## config.mk

```make
export PLATFORM = sky130hd
export DESIGN_NAME = div_sequencer
export DESIGN_NICKNAME = d
export VERILOG_FILES = /design/src/rtl/div_pkg.sv /design/src/rtl/div_iter_counter.sv /design/src/rtl/div_sequencer.sv
export SDC_FILE = /design/constraint.sdc
export NUM_CORES = 1
export LEC_CHECK = 0
export BUFFER_PORTS_ARGS = -buffer_cell sky130_fd_sc_hd__buf_4
export CORE_MARGIN = 2
export CORE_UTILIZATION = 29
export CTS_CLUSTER_SIZE = 30
export DETAILED_ROUTE_END_ITERATION = 8
export PLACE_DENSITY = 0.56
export SLEW_MARGIN = 25
export SYNTH_ARGS = -nofsm -noshare
export SYNTH_HDL_FRONTEND = slang
export SYNTH_SLANG_ARGS = --single-unit
```

## constraint.sdc

```tcl
create_clock -name Clock -period 2.25 [get_ports Clock]
set_input_delay 0.225 -clock Clock [delete_from_list [all_inputs] [get_ports Clock]]
set_output_delay 0.225 -clock Clock [all_outputs]
set_load 0.02 [all_outputs]
```

## src/rtl/div_pkg.sv

```systemverilog
// Shared types for the bitslice divider sequencer: FSM state encoding and
// the bundle of control lines that fan out to every slice of the array.
package div_pkg;

  localparam int DIV_WIDTH   = 16;
  localparam int DIV_LATENCY = DIV_WIDTH + 4;

  typedef enum logic [2:0] {IDLE, LOAD, ITER, FIXUP, STORE, DONE} div_state_t;

  typedef struct packed {
    logic load_divl;
    logic load_divh;
    logic load_acc;
    logic store_acc;
    logic store_quot;
    logic store_rem;
    logic inv_op1;
    logic inv_op2;
    logic inv_result;
    logic inv_rem;
    logic op1_inv_cin;
    logic op2_inv_cin;
    logic result_inv_cin;
    logic acc_inv_cin;
    logic acc_cin;
    logic q_bit;
  } div_ctrl_t;

endpackage

```

## src/rtl/div_iter_counter.sv

```systemverilog
// Iteration counter for the shift-subtract phase: counts 0..WIDTH-1 and
// holds at the terminal count so it can never wrap inside an operation.
module div_iter_counter #(
  parameter int WIDTH = 16
) (
  input  logic gclk,
  input  logic grst,
  input  logic clr,
  input  logic en,
  output logic tc
);
  localparam int CW = $clog2(WIDTH);

  logic [CW-1:0] cnt;

  assign tc = (cnt == CW'(WIDTH - 1));

  // Clear on reset or at operand load, advance once per iteration cycle.
  always_ff @(posedge gclk) begin
    if (grst || clr)      cnt <= '0;
    else if (en && !tc)   cnt <= cnt + 1'b1;
  end

endmodule

```

## src/rtl/div_sequencer.sv

```systemverilog
// Control sequencer for the WIDTH-slice restoring divider array. Walks
// LOAD -> WIDTH x ITER -> FIXUP -> STORE -> DONE and decodes the slice
// control lines from the registered state plus the sign/zero flags latched
// at Start, so Start never reaches the outputs combinationally.
module div_sequencer
  import div_pkg::*;
#(
  parameter int WIDTH = DIV_WIDTH
) (
  input  logic Clock,
  input  logic Reset,
  input  logic Start,
  input  logic Signed,
  input  logic Op1_Sign,
  input  logic Op2_Sign,
  input  logic Div_Zero,
  input  logic Trial_Cout,
  output logic Busy,
  output logic Done,
  output logic Error,
  output logic LOAD_DIVL,
  output logic LOAD_DIVH,
  output logic LOAD_ACC,
  output logic STORE_ACC,
  output logic STORE_QUOT,
  output logic STORE_REM,
  output logic INV_OP1,
  output logic INV_OP2,
  output logic INV_RESULT,
  output logic INV_REM,
  output logic OP1_INV_Cin,
  output logic OP2_INV_Cin,
  output logic RESULT_INV_Cin,
  output logic ACC_INV_Cin,
  output logic ACC_Cin,
  output logic Q_Bit
);

  div_state_t state;
  logic       neg1, neg2, zero_flag;
  logic       cnt_tc;
  div_ctrl_t  ctrl;

  div_iter_counter #(.WIDTH(WIDTH)) u_cnt (
    .gclk (Clock),
    .grst (Reset),
    .clr  (state == LOAD),
    .en   (state == ITER),
    .tc   (cnt_tc)
  );

  // Sequencer state and the operand flags captured with the start command.
  always_ff @(posedge Clock) begin
    if (Reset) begin
      state     <= IDLE;
      neg1      <= 1'b0;
      neg2      <= 1'b0;
      zero_flag <= 1'b0;
    end else begin
      case (state)
        IDLE: if (Start) begin
          neg1      <= Signed & Op1_Sign;
          neg2      <= Signed & Op2_Sign;
          zero_flag <= 1'b0;
          state     <= LOAD;
        end
        LOAD: begin
          if (Div_Zero) begin
            zero_flag <= 1'b1;
            state     <= DONE;
          end else begin
            state     <= ITER;
          end
        end
        ITER:    if (cnt_tc) state <= FIXUP;
        FIXUP:   state <= STORE;
        STORE:   state <= DONE;
        DONE:    state <= IDLE;
        default: state <= IDLE;
      endcase
    end
  end

  // Control decode; only Q_Bit/STORE_ACC in ITER follow Trial_Cout directly.
  always_comb begin
    ctrl  = '0;
    Busy  = (state != IDLE);
    Done  = 1'b0;
    Error = 1'b0;
    case (state)
      LOAD: begin
        ctrl.load_divl   = 1'b1;
        ctrl.load_divh   = 1'b1;
        ctrl.load_acc    = 1'b1;
        ctrl.store_acc   = 1'b1;
        ctrl.inv_op1     = neg1;
        ctrl.op1_inv_cin = neg1;
        ctrl.inv_op2     = neg2;
        ctrl.op2_inv_cin = neg2;
      end
      ITER: begin
        // DIV enables with LOAD_ACC low select the shifted neighbour path.
        ctrl.load_divl   = 1'b1;
        ctrl.load_divh   = 1'b1;
        ctrl.acc_inv_cin = 1'b1;
        ctrl.acc_cin     = 1'b1;
        ctrl.q_bit       = Trial_Cout;
        ctrl.store_acc   = Trial_Cout;
      end
      FIXUP, STORE: begin
        ctrl.inv_result     = neg1 ^ neg2;
        ctrl.result_inv_cin = neg1 ^ neg2;
        ctrl.inv_rem        = neg2;
        ctrl.acc_inv_cin    = neg2;
        ctrl.store_quot     = (state == STORE);
        ctrl.store_rem      = (state == STORE);
      end
      DONE: begin
        Done  = 1'b1;
        Error = zero_flag;
      end
      default: ;
    endcase
  end

  assign LOAD_DIVL      = ctrl.load_divl;
  assign LOAD_DIVH      = ctrl.load_divh;
  assign LOAD_ACC       = ctrl.load_acc;
  assign STORE_ACC      = ctrl.store_acc;
  assign STORE_QUOT     = ctrl.store_quot;
  assign STORE_REM      = ctrl.store_rem;
  assign INV_OP1        = ctrl.inv_op1;
  assign INV_OP2        = ctrl.inv_op2;
  assign INV_RESULT     = ctrl.inv_result;
  assign INV_REM        = ctrl.inv_rem;
  assign OP1_INV_Cin    = ctrl.op1_inv_cin;
  assign OP2_INV_Cin    = ctrl.op2_inv_cin;
  assign RESULT_INV_Cin = ctrl.result_inv_cin;
  assign ACC_INV_Cin    = ctrl.acc_inv_cin;
  assign ACC_Cin        = ctrl.acc_cin;
  assign Q_Bit          = ctrl.q_bit;

endmodule

```

==> out/qor.yml <==
result_of_the_run: "finished, final reports clean"
critical_path_fanout_max: 12
routedLengthMet1_um: 661
ys_seq_elements: 10
cp.arrival_ns: 1.81
ff_latch_area_um2: 200
vias: 593
global_route.usage.total_pct: 12.1
power.total_mw: 0.517
cts_tree: "yes"
route.detailed.vias_per_inst: 4.82
root_buffer_selected_by_cts: "sky130_fd_sc_hd__clkbuf_4"
min_period_over_period_pct: 90.2
grt_antenna_before_repair: 0
drive_gt1_share_pct: 35.4
cp-start-kind: "flop"
cts_buffers: 3
wirelength_um: 1410
post-route-drc-count: 0
netlist-cell-type-count: 33
cts_max_level: 1
port_buffers: 26
gp_congestion: 0.765
start_util_pct: 30.9
report.final.setup_viol: 0
slew_headroom_pct: 62.1
number_of_hold_slack_violations_in_the_final_timing_report: 0
static_power_due_to_leakage_nw: 0.361
syn_avg_cell_area_um2: 7.97
rr_worst_depth: 3
syn_to_final_growth_pct: 32.2
ys_seq_area_share_pct: 33.1
yosys_warnings: 0
post_synth_instance_area_um2: 606
vdd.ir_drop.worst_mv: 0.263
startpoint: "state[2]$_SDFFE_PP0P_"
post_cts.resized_instances: 0
detailedRoute.firstPassIterationCount: 4
worst-slew-pin-transition_ns: 0.561
post_cts.repair.setup_buffers: 0
worst_reg2reg_path_endpoint: "u_cnt.cnt[0]$_SDFFE_PP0P_"
final_antenna_net_count: 0
cp-endpoint: "STORE_ACC"
timing.critical_path.to_type: "primary output"
setup_tns_ns: 0
n_antenna_cell: 0
hold_path.class: "input port to flop"
wl_per_cell_um: 11.4
cap_viol_max_count: 0
clk-insertion-delay-late_ns: 0.26
core.rowCount: 16
die-height_um: 49.7
place.detailed.hpwl_um: 1090
cts.sink_count: 10
detailroute.wirelength.met2_um: 655
design.core.area_mm2: 0.00196
layout_net_count: 107
io-pin-count: 27
fp.dieArea_mm2: 0.00247
timing.final.max_slew_violations: 0
cts-hold-fix-buffers: 0
max_freq_mhz: 493
top_sig_layer: "met4"
die_w_um: 49.7
grt_overflow: 0
cp_data_required_time_ns: 2.03
clk_pin_slew_ns: 0.06
worstSetupPathType: "flop to primary output"
grt_first_pass_wirelength_um: 2280
grt_pass1_vias: 512
timing.final.crit_period_ns: 2.03
grt_setup_unrepaired: "false"
syn_inst: 76
detailroute.wirelength.met3_um: 69
timing.clock.skew_ns: 0.00536
detailedRoute.firstIterationViolations: 4
nFillCells: 217
p_per_area_mw_per_mm2: 645
multiInputGateArea_um2: 342
worstHoldStart: "Reset"
clk_path_buf_depth: 2
postSynthNetCount: 85
grt_start_max_net_pins: 13
r2r_slack_ns: 0.64
launch_point_of_the_worst_reg_to_reg_path: "state[1]$_SDFFE_PP0P_"
## cell type report
cell class,instances,area share [%]
well taps,27,4.22
clock buffers,3,2.81
flip-flops and latches,10,25.0
repair buffers,26,24.4
multi-input cells,55,42.7
inverters,2,0.938
## how the worst min path moves through the flow
stage                                        to  depth (start not counted)
after floorplan               neg1$_SDFFE_PP0P_                          1
after global placement        neg2$_SDFFE_PP0P_                          2
after detailed placement      neg1$_SDFFE_PP0P_                          2
after CTS                     neg1$_SDFFE_PP0P_                          2
after global routing      state[1]$_SDFFE_PP0P_                          2
final                         neg2$_SDFFE_PP0P_                          2
## worst max-delay path: stages, from the launching register on
cell                      delay [ns]
sky130_fd_sc_hd__dfxtp_1        0.50
sky130_fd_sc_hd__or3b_1         0.34
sky130_fd_sc_hd__inv_2          0.10
sky130_fd_sc_hd__and2_1         0.18
sky130_fd_sc_hd__or2_2          0.26
sky130_fd_sc_hd__buf_4          0.16
## cells by family (layout without fill, tap and decap cells)
family | count (synthesis) | after routing | synth area share, %
AND/OR/NAND/NOR | 36 | 36 | 36.4
AO/OA/AOI/OAI | 17 | 17 | 16.5
buffers and inverters | 11 | 31 | 10.5
flip-flops | 10 | 10 | 33.1
adder cells (fa/ha/maj) | 1 | 1 | 2.07
XOR/XNOR | 1 | 1 | 1.45
## cell usage in the layout, fill, tap and decap left out, types with 2 or more instances in the layout
cell and n:
sky130_fd_sc_hd__nand2b_1 2, sky130_fd_sc_hd__o21ai_0 5, sky130_fd_sc_hd__or2_2 2, sky130_fd_sc_hd__nand3_1 3, sky130_fd_sc_hd__nor3_1 3, sky130_fd_sc_hd__dfxtp_1 10
sky130_fd_sc_hd__or3_1 2, sky130_fd_sc_hd__nor2_1 5, sky130_fd_sc_hd__nand2_1 4, sky130_fd_sc_hd__clkbuf_4 3, sky130_fd_sc_hd__and2_1 4, sky130_fd_sc_hd__buf_4 26
sky130_fd_sc_hd__a21oi_1 8
## sequential cells by signal, summed over array words and instances (netlist names)
signal and cells:
neg1 1, neg2 1, state 3, u_cnt.cnt 4, zero_flag 1
## through the flow
step	instances	hold slack [ns]	instance area, um^2	worst slack, ns	utilization (%)
6_report	123	0.177	801	0.220	40.8
4_1_cts	123	0.165	801	0.198	40.8
3_5_place_dp	120	0.453	778	0.503	39.7
2_1_floorplan	76	0.294	606	0.107	-
5_1_grt	123	0.177	801	0.100	40.8
3_3_place_gp	120	0.453	778	0.539	39.7
## power by group
group	leakage (nW)	switching (mW)	internal, mW
Combinational	0.265	0.100	0.0835
Clock	0.0138	0.0611	0.0618
Sequential	0.0813	0.0211	0.189
## cell usage after synthesis, drive strengths merged
master,count,share of area (%)
a2111oi,1,1.4
a211oi,1,1.2
a21oi,8,6.6
a41oi,1,1.4
and2,4,4.1
and3,1,1.0
and3b,1,1.4
and4b,1,1.7
buf,8,8.7
clkbuf,1,0.62
dfxtp,10,33
ha,1,2.1
inv,2,1.2
nand2,4,2.5
nand2b,2,2.1
nand3,3,2.5
nand3b,1,1.2
nor2,5,3.1
nor2b,1,1.0
nor3,3,2.5
nor3b,2,3.3
nor4b,1,1.4
o21ai,5,4.1
o21ba,1,1.7
or2,2,2.1
or3,2,2.1
or3b,1,1.4
or4,1,1.2
or4b,1,1.7
xnor2,1,1.4
## layer usage
layer / track usage, % / up-vias
met1: 15.1 / 267
met2: 17.8 / 17
met3: 2.42 / 2
met5: 0 / -
met4: 9.72 / 0
li1: - / 307
(Power assumes the default switching activity.)
